### config.mk
export PLATFORM = sky130hd
export DESIGN_NAME = ram_sync_read_dp
export DESIGN_NICKNAME = d
export VERILOG_FILES = /design/src/rtl/ram_pkg.sv /design/src/rtl/ram_byte_merge.sv /design/src/rtl/ram_sync_read_dp.sv
export SDC_FILE = /design/constraint.sdc
export NUM_CORES = 1
export LEC_CHECK = 0
export CORE_MARGIN = 2
export CORE_UTILIZATION = 60
export CTS_BUF_LIST = sky130_fd_sc_hd__clkbuf_16
export CTS_CLUSTER_DIAMETER = 60
export DETAILED_ROUTE_END_ITERATION = 8
export DONT_BUFFER_PORTS = 1
export GPL_TIMING_DRIVEN = 0
export PLACE_DENSITY = 0.88
export SYNTH_ARGS = -nofsm -noshare
export SYNTH_HDL_FRONTEND = slang
export SYNTH_SLANG_ARGS = --single-unit
### constraint.sdc
create_clock -name clock -period 3 [get_ports clock]
set_input_delay 0.6 -clock clock [delete_from_list [all_inputs] [get_ports clock]]
set_output_delay 0.6 -clock clock [all_outputs]
set_load 0.02 [all_outputs]
### src/rtl/ram_pkg.sv
// Shared types and helpers for the simple-dual-port sync-read RAM.
package ram_pkg;

    localparam int unsigned LANE_W = 8;

    typedef enum logic {
        ST_INIT = 1'b0,
        ST_RUN  = 1'b1
    } ram_state_e;

    function automatic int unsigned be_width(input int unsigned dwidth);
        return dwidth / LANE_W;
    endfunction

endpackage

### src/rtl/ram_byte_merge.sv
// Combinational byte-lane merge: lanes with be set take the new word, the rest keep the old word.
module ram_byte_merge
    import ram_pkg::*;
#(
    parameter  int unsigned DWIDTH  = 32,
    localparam int unsigned BEWIDTH = be_width(DWIDTH)
) (
    input  logic [DWIDTH-1:0]  old_i,
    input  logic [DWIDTH-1:0]  new_i,
    input  logic [BEWIDTH-1:0] be_i,
    output logic [DWIDTH-1:0]  merged_c_o
);

    always_comb begin
        merged_c_o = old_i;
        for (int i = 0; i < int'(BEWIDTH); i++) begin
            if (be_i[i]) begin
                merged_c_o[i*LANE_W +: LANE_W] = new_i[i*LANE_W +: LANE_W];
            end
        end
    end

endmodule

### src/rtl/ram_sync_read_dp.sv
// Simple-dual-port synchronous-read RAM with byte enables, selectable collision policy,
// optional output register and a zero-clear sequence after every reset.
module ram_sync_read_dp
    import ram_pkg::*;
#(
    parameter int unsigned AWIDTH  = 3,
    parameter int unsigned DWIDTH  = 32,
    parameter int unsigned OUT_REG = 0,
    parameter int unsigned BYPASS  = 1
) (
    input  logic                          clock,
    input  logic                          reset,
    input  logic                          wr_en,
    input  logic [AWIDTH-1:0]             wr_addr,
    input  logic [DWIDTH-1:0]             wr_data,
    input  logic [be_width(DWIDTH)-1:0]   wr_be,
    input  logic                          rd_en,
    input  logic [AWIDTH-1:0]             rd_addr,
    output logic [DWIDTH-1:0]             rd_data,
    output logic                          rd_valid,
    output logic                          init_busy
);

    localparam int unsigned DEPTH   = 1 << AWIDTH;
    localparam int unsigned BEWIDTH = be_width(DWIDTH);
    localparam int unsigned CW      = AWIDTH + 1;

    ram_state_e         state_q, state_d;
    logic [CW-1:0]      cnt_q, cnt_d;
    logic               busy_q, busy_d;

    logic               mem_we_c;
    logic [AWIDTH-1:0]  mem_waddr_c;
    logic [DWIDTH-1:0]  mem_wdata_c;
    logic [BEWIDTH-1:0] mem_wbe_c;
    logic               rd_acc_c;

    logic [DWIDTH-1:0]  mem_q [DEPTH];
    logic [DWIDTH-1:0]  rd_old_c;
    logic [DWIDTH-1:0]  rd_merged_c;
    logic [DWIDTH-1:0]  rd_word_c;
    logic               collide_c;

    logic               rd_valid1_q;
    logic [DWIDTH-1:0]  rd_data1_q;

    always_ff @(posedge clock or posedge reset) begin
        if (reset) begin
            state_q <= ST_INIT;
            cnt_q   <= '0;
            busy_q  <= 1'b1;
        end else begin
            state_q <= state_d;
            cnt_q   <= cnt_d;
            busy_q  <= busy_d;
        end
    end

    // INIT owns the write port to clear one word per clock; RUN hands both ports to the user.
    always_comb begin
        state_d     = state_q;
        cnt_d       = cnt_q;
        busy_d      = busy_q;
        mem_we_c    = 1'b0;
        mem_waddr_c = wr_addr;
        mem_wdata_c = wr_data;
        mem_wbe_c   = wr_be;
        rd_acc_c    = 1'b0;
        unique case (state_q)
            ST_INIT: begin
                mem_we_c    = 1'b1;
                mem_waddr_c = cnt_q[AWIDTH-1:0];
                mem_wdata_c = '0;
                mem_wbe_c   = '1;
                cnt_d       = cnt_q + CW'(1);
                if (cnt_q == CW'(DEPTH - 1)) begin
                    state_d = ST_RUN;
                    busy_d  = 1'b0;
                end
            end
            ST_RUN: begin
                mem_we_c = wr_en;
                rd_acc_c = rd_en;
            end
            default: begin
                state_d = ST_INIT;
            end
        endcase
    end

    always_ff @(posedge clock) begin
        if (mem_we_c) begin
            for (int i = 0; i < int'(BEWIDTH); i++) begin
                if (mem_wbe_c[i]) begin
                    mem_q[mem_waddr_c][i*LANE_W +: LANE_W] <= mem_wdata_c[i*LANE_W +: LANE_W];
                end
            end
        end
    end

    assign rd_old_c  = mem_q[rd_addr];
    assign collide_c = mem_we_c && (mem_waddr_c == rd_addr);

    ram_byte_merge #(
        .DWIDTH (DWIDTH)
    ) u_merge (
        .old_i      (rd_old_c),
        .new_i      (mem_wdata_c),
        .be_i       (mem_wbe_c),
        .merged_c_o (rd_merged_c)
    );

    // Write-first returns the merged word on a same-address collision; read-first keeps the old word.
    assign rd_word_c = ((BYPASS != 0) && collide_c) ? rd_merged_c : rd_old_c;

    always_ff @(posedge clock or posedge reset) begin
        if (reset) begin
            rd_valid1_q <= 1'b0;
            rd_data1_q  <= '0;
        end else begin
            rd_valid1_q <= rd_acc_c;
            if (rd_acc_c) begin
                rd_data1_q <= rd_word_c;
            end
        end
    end

    generate
        if (OUT_REG != 0) begin : g_out_reg
            logic              rd_valid2_q;
            logic [DWIDTH-1:0] rd_data2_q;

            always_ff @(posedge clock or posedge reset) begin
                if (reset) begin
                    rd_valid2_q <= 1'b0;
                    rd_data2_q  <= '0;
                end else begin
                    rd_valid2_q <= rd_valid1_q;
                    if (rd_valid1_q) begin
                        rd_data2_q <= rd_data1_q;
                    end
                end
            end

            assign rd_valid = rd_valid2_q;
            assign rd_data  = rd_data2_q;
        end else begin : g_no_out_reg
            assign rd_valid = rd_valid1_q;
            assign rd_data  = rd_data1_q;
        end
    endgenerate

    assign init_busy = busy_q;

endmodule

## Yosys cells after proc, flatten, opt, wreduce, memory -nomap -nowiden

Memory sizes are Yosys's and may differ from the RTL's.
Cells that the tools add are included.

- Register bits: 39
- Memories: 1
- ROM bits: 0
- RAM bits: 256
- Bits in latches: 0

Memory list:

| name | words | bits a word | read ports | clocked after Yosys merged registers in | wr ports | RTL line | source |
|---|---|---|---|---|---|---|---|
| mem_q | 8 | 32 | 1 | 0 | 1 | ram_sync_read_dp.sv:38 | `logic [DWIDTH-1:0] mem_q [DEPTH];` |

- Add/subtract/negate cells: 1
- Reductions and logical operators: 2
- Order comparisons: 0
- Eq/ne operators: 2
- Shift operators: 0
- Bitwise operators: 1
- Div/mod/pow operators: 0
- Multiplexer cells: 24
- Multipliers: 0

Operators by type and width:

| cell | count |
|---|---|
| 2-to-1 mux 32 bit | 2 |
| 2-to-1 mux 8 bit | 4 |
| 2-to-1 mux 1 bit | 15 |
| adder 4 x 1 -> 4 bit (second input constant) | 1 |
| equality test 4 x 3 -> 1 bit (second input constant) | 1 |
| 2-to-1 mux 4 bit | 1 |
| equality test 3 bit | 1 |
| 2-to-1 mux 3 bit | 1 |
| one-hot mux 1 bit (2 select lines) | 1 |
| AND reduction 2 bit | 1 |
| logical AND 1 bit | 1 |
| NOT 1 bit | 1 |

## Longest topological paths before layout

- Depth in word-level cells: 4
- Depth in mapped cells: 8

## By module

From an unflattened synthesis, not the netlist that was laid out.

- Cell total of the unflattened synthesis: 719
- Area total of the unflattened synthesis: 12,717.2 um2

By module, submodules not included:

| module | area each (um2) | seq. area each (um2) | cells each | times used |
|---|---|---|---|---|
| ram_sync_read_dp | 12,191.7 | 8,664.6 | 683 | 1 |
| ram_byte_merge | 525.5 | 0.0 | 36 | 1 |

## Worst setup path before layout

No wires, ideal clock.

- Path kind: register -> register
- Start: reg state_q
- End: mem mem_q[1][24], enable pin
- Stages on the path, launching flop included: 8
- Data arrival time: 1.741 ns
- Period minus slack after synthesis: 2.111 ns
- Required time: 2.630 ns
- Path slack: 0.889 ns
- Cells stage by stage: dfrtp_1 -> buf_6 -> inv_1 -> buf_1 -> nand2_1 -> o32ai_1 -> nand2_1 -> nor2_1

- Word-level cells in the longest chain between the ends: 4
- Elaborated cells between the ends (all ways): 7

Ends and longest elaborated chain:

| element | RTL line | source |
|---|---|---|
| start, declared | ram_sync_read_dp.sv:28 | `ram_state_e state_q, state_d;` |
| start signal, assigned | ram_sync_read_dp.sv:53 | `state_q <= state_d;` |
| NOT 1 bit or 2-to-1 mux 4 bit (tied branches) | -- |  |
| one-hot mux 1 bit (2 select lines) or 2-to-1 mux 1 bit (tied branches) | ram_sync_read_dp.sv:69, ram_sync_read_dp.sv:94 |  |
| 2-to-1 mux 1 bit | ram_sync_read_dp.sv:92 | `if (mem_we_c) begin` |
| 2-to-1 mux 1 bit (implied by the code) | ram_sync_read_dp.sv:95 | `mem_q[mem_waddr_c][i*LANE_W +: LANE_W] <= mem_wdata_c[i*LANE_W +: LANE_W];` |
| end, declared | ram_sync_read_dp.sv:38 |  |

Parallel ways exist; a longest one is shown, timed or not.

## Worst setup path in the final report

- Start: reg state_q
- End: mem mem_q[5][31], enable pin

The elaborated chain is that of the path after synthesis.

==> run metrics <==
largest stage delay on the critical path 0.74 ns; Detail Placement HPWL 18000 µm; # setup viols final 0; drt wl/cell 26.9 µm; EDFF count, synth 256; DP Cell Count 984; largest family of logic cells by synthesized area multiplexers; Top Family by Delay on Critical Path simple AND/OR/NAND/NOR gates; clock-pin slew on the worst setup and hold paths 0.07 ns; Core ar. 19600 µm²; CTS max path bufs 3; Pleak 0.00466 µW; crit path DAT 3.00 ns; first-pass GRT wire length a little over 40000 µm; Max FO, Critical Path 10; crit path kind reg2reg; Simple-Gate Fraction of Synth Area 0.0606; Setup TNS 0 ns; First DRT Iteration DRCs 816; Top Ports 80; CTS tree yes; final global-route overflow total 0; crit-path cells buf_6 -> inv_1 -> buf_1 -> nand2_1 -> o32ai_1 -> nand2_1 -> nor2_1; Avg Vias per Cell 6.54; port bufs 0; cells after synthesis 718; Worst setup EP type register; Mapped Nets 765; syn avg cell area ~17 µm²; cell area after layout ~13000 µm²; Slew Viols, Final 0; starting density of the core 0.616; gpl congestion about 0.83; status complete, no violations; Top FF cell, synth edfxtp_1; crit start category register; vias in the first global route 7087; RSZ-0062 raised after global routing false; pre-CTS WS 0.199 ns; fin cells 1038; final hold slack 0.209 ns; Seq/Total Area, Yosys 0.718; GRT Total Usage 0.262; Seq cells post-synth 295; Compound-Gate Fraction of Synth Area 0.0541; DP Area 12400 µm²; Yosys warnings 0; xor/xnor cell area share of the yosys netlist 0.00726; Hold WC Path Type in2reg; Fmax achieved 350 MHz; P per Cell Area around 660 nW/µm²; total wire length ~28000 µm; skew final about 0.024 ns; worst IR drop on VDD 0.678 mV; Die Y 146 µm; PostCTS Resize Cnt 0; adder-cell share of the synthesized area 0.00104; Site Rows 51; Critical Path Most Common Cell nand2_1; Net count, final 796; Slowest-stage cell, CP nor2_1; H-tree lvl count 1; post-synthesis mux area share 0.138; share of cells above drive strength 1 0.156; post-synth cell types 42; clock sink count between 200 and 300; Slew @ Worst Pin 1.09 ns; Tcrit/Tclk final 0.953; worst path required time about 3.1 ns; MaxCap Viol Count 0; drt first pass iters 5; die area 21300 µm²; worst-skew pair later-pin latency 0.54 ns; synthesized area 12100 µm²; total number of vias 6785; Die Width 146 µm; Routed Antenna Nets 0; final worst slack 0.140 ns; initial antenna violation count 1; number of CTS-inserted buffers 27; largest net degree at the start of global routing 39; WP buf/inv 3; async set or reset register ratio after synthesis 0.132; root buffer cell clkbuf_16; DRC 0; Tmin final 2.86 ns; Syn-to-layout area delta 10.9%; Hold Fails Final Rpt 0; Worst slew margin 0.270
==> final cells by class <==
| class | instances | area, µm² |
|---|---|---|
| plain buffers | 43 | 241 |
| clock inverters | 23 | 267 |
| diodes | 3 | 7.51 |
| inverters | 4 | 15.0 |
| fillers | 1223 | 6210 |
| well taps | 265 | 332 |
| repair buffers | 2 | 30.0 |
| multi-input cells | 376 | 3150 |
| clock buffers | 27 | 676 |
| flip-flops and latches | 295 | 8660 |
==> cells by family (layout without fill, tap and decap cells) <==
kind of cell,count (synthesis),after routing
buf+inv,47,99
other cells,0,3
fa+ha+maj,1,1
compound gates,88,88
xor+xnor,7,7
simple gates,156,156
mux,124,124
flops,295,295
==> stage by stage <==
stage / total power, µW / util
after global placement: 5190 / 0.633
after floorplan: 5080 / -
after global routing: 8990 / 0.683
final: 8770 / 0.683
after CTS: 8790 / 0.683
after detailed placement: 5230 / 0.634
==> power breakdown <==
part | internal [µW] | total, µW | switching [µW]
Sequential | 4540 | 4650 | 117
Clock | 2160 | 3610 | 1450
Combinational | 184 | 502 | 317
==> path summary, 6_finish.rpt <==
| path | startpoint | endpoint | slack [ns] | depth (start not counted) |
|---|---|---|---|---|
| setup / recovery | state_q | mem_q[5][31] | 0.14 | 7 |
| hold / removal | wr_data[16] | rd_data[16] | 0.21 | 2 |
| setup reg to reg | state_q | mem_q[5][31] | 0.14 | 7 |
| hold reg to reg | cnt_q[3] | cnt_q[3] | 0.52 | 1 |
| max in group asynchronous | reset | init_busy | 2.13 | 3 |
| min in group asynchronous | reset | rd_data[0] | 0.38 | 2 |
==> layout by cell type, fill, tap and decap left out, types with 2 or more instances in the layout <==
cell type,instances
edfxtp_1,256
mux2i_1,76
nor2_1,65
dfrtp_1,38
and2_1,34
nand2_1,30
mux4_2,30
clkbuf_16,27
a22oi_1,26
a21oi_1,20
clkbuf_1,18
mux2_2,16
a31oi_1,15
inv_1,11
buf_2,10
nand3_1,10
nand4_1,9
buf_4,8
a22o_1,8
a221oi_1,8
bufinv_16,6
buf_6,5
nor2b_1,4
diode_2,3
xnor2_1,3
clkinv_2,3
mux2i_4,2
xor2_1,2
buf_1,2
and4_1,2
o2111ai_2,2
inv_6,2
clkinv_1,2
==> timing repair <==
action,CTS,global route
hold buffers,1,0
endpoints found under the setup margin,0,0
setup buffers,0,0
endpoints found under the hold margin,19,0
==> flip-flops by register name, indices dropped and copies added, names as in the netlist <==
| register | flops |
|---|---|
| cnt_q | 4 |
| state_q | 1 |
| mem_q | 256 |
| rd_valid | 1 |
| init_busy | 1 |
| rd_data | 32 |
==> metal layers <==
layer / share of wire / up-vias / global-route usage
met3: 0.12 / 100 / 0.0683
met2: 0.48 / 456 / 0.420
met4: 0.045 / 0 / 0.126
li1: - / 2858 / -
met5: 0 / - / 0
met1: 0.36 / 3371 / 0.338
==> cells in the mapped netlist, drive strengths merged (4+ instances only) <==
| cell | number | share of area |
|---|---|---|
| mux2i | 78 | 0.067 |
| dfrtp | 38 | 0.079 |
| nor2 | 65 | 0.020 |
| a221oi | 8 | 0.0058 |
| clkbuf | 18 | 0.0056 |
| buf | 25 | 0.014 |
| xor2 | 4 | 0.0051 |
| edfxtp | 256 | 0.64 |
| nor2b | 4 | 0.0021 |
| mux2 | 16 | 0.015 |
| a31oi | 15 | 0.0078 |
| nand4 | 9 | 0.0047 |
| a22oi | 26 | 0.016 |
| inv | 4 | 0.0012 |
| mux4 | 30 | 0.056 |
| a21oi | 20 | 0.0083 |
| a22o | 8 | 0.0058 |
| and2 | 35 | 0.018 |
| nand3 | 10 | 0.0041 |
| nand2 | 30 | 0.0093 |
(Power assumes the default switching activity.)
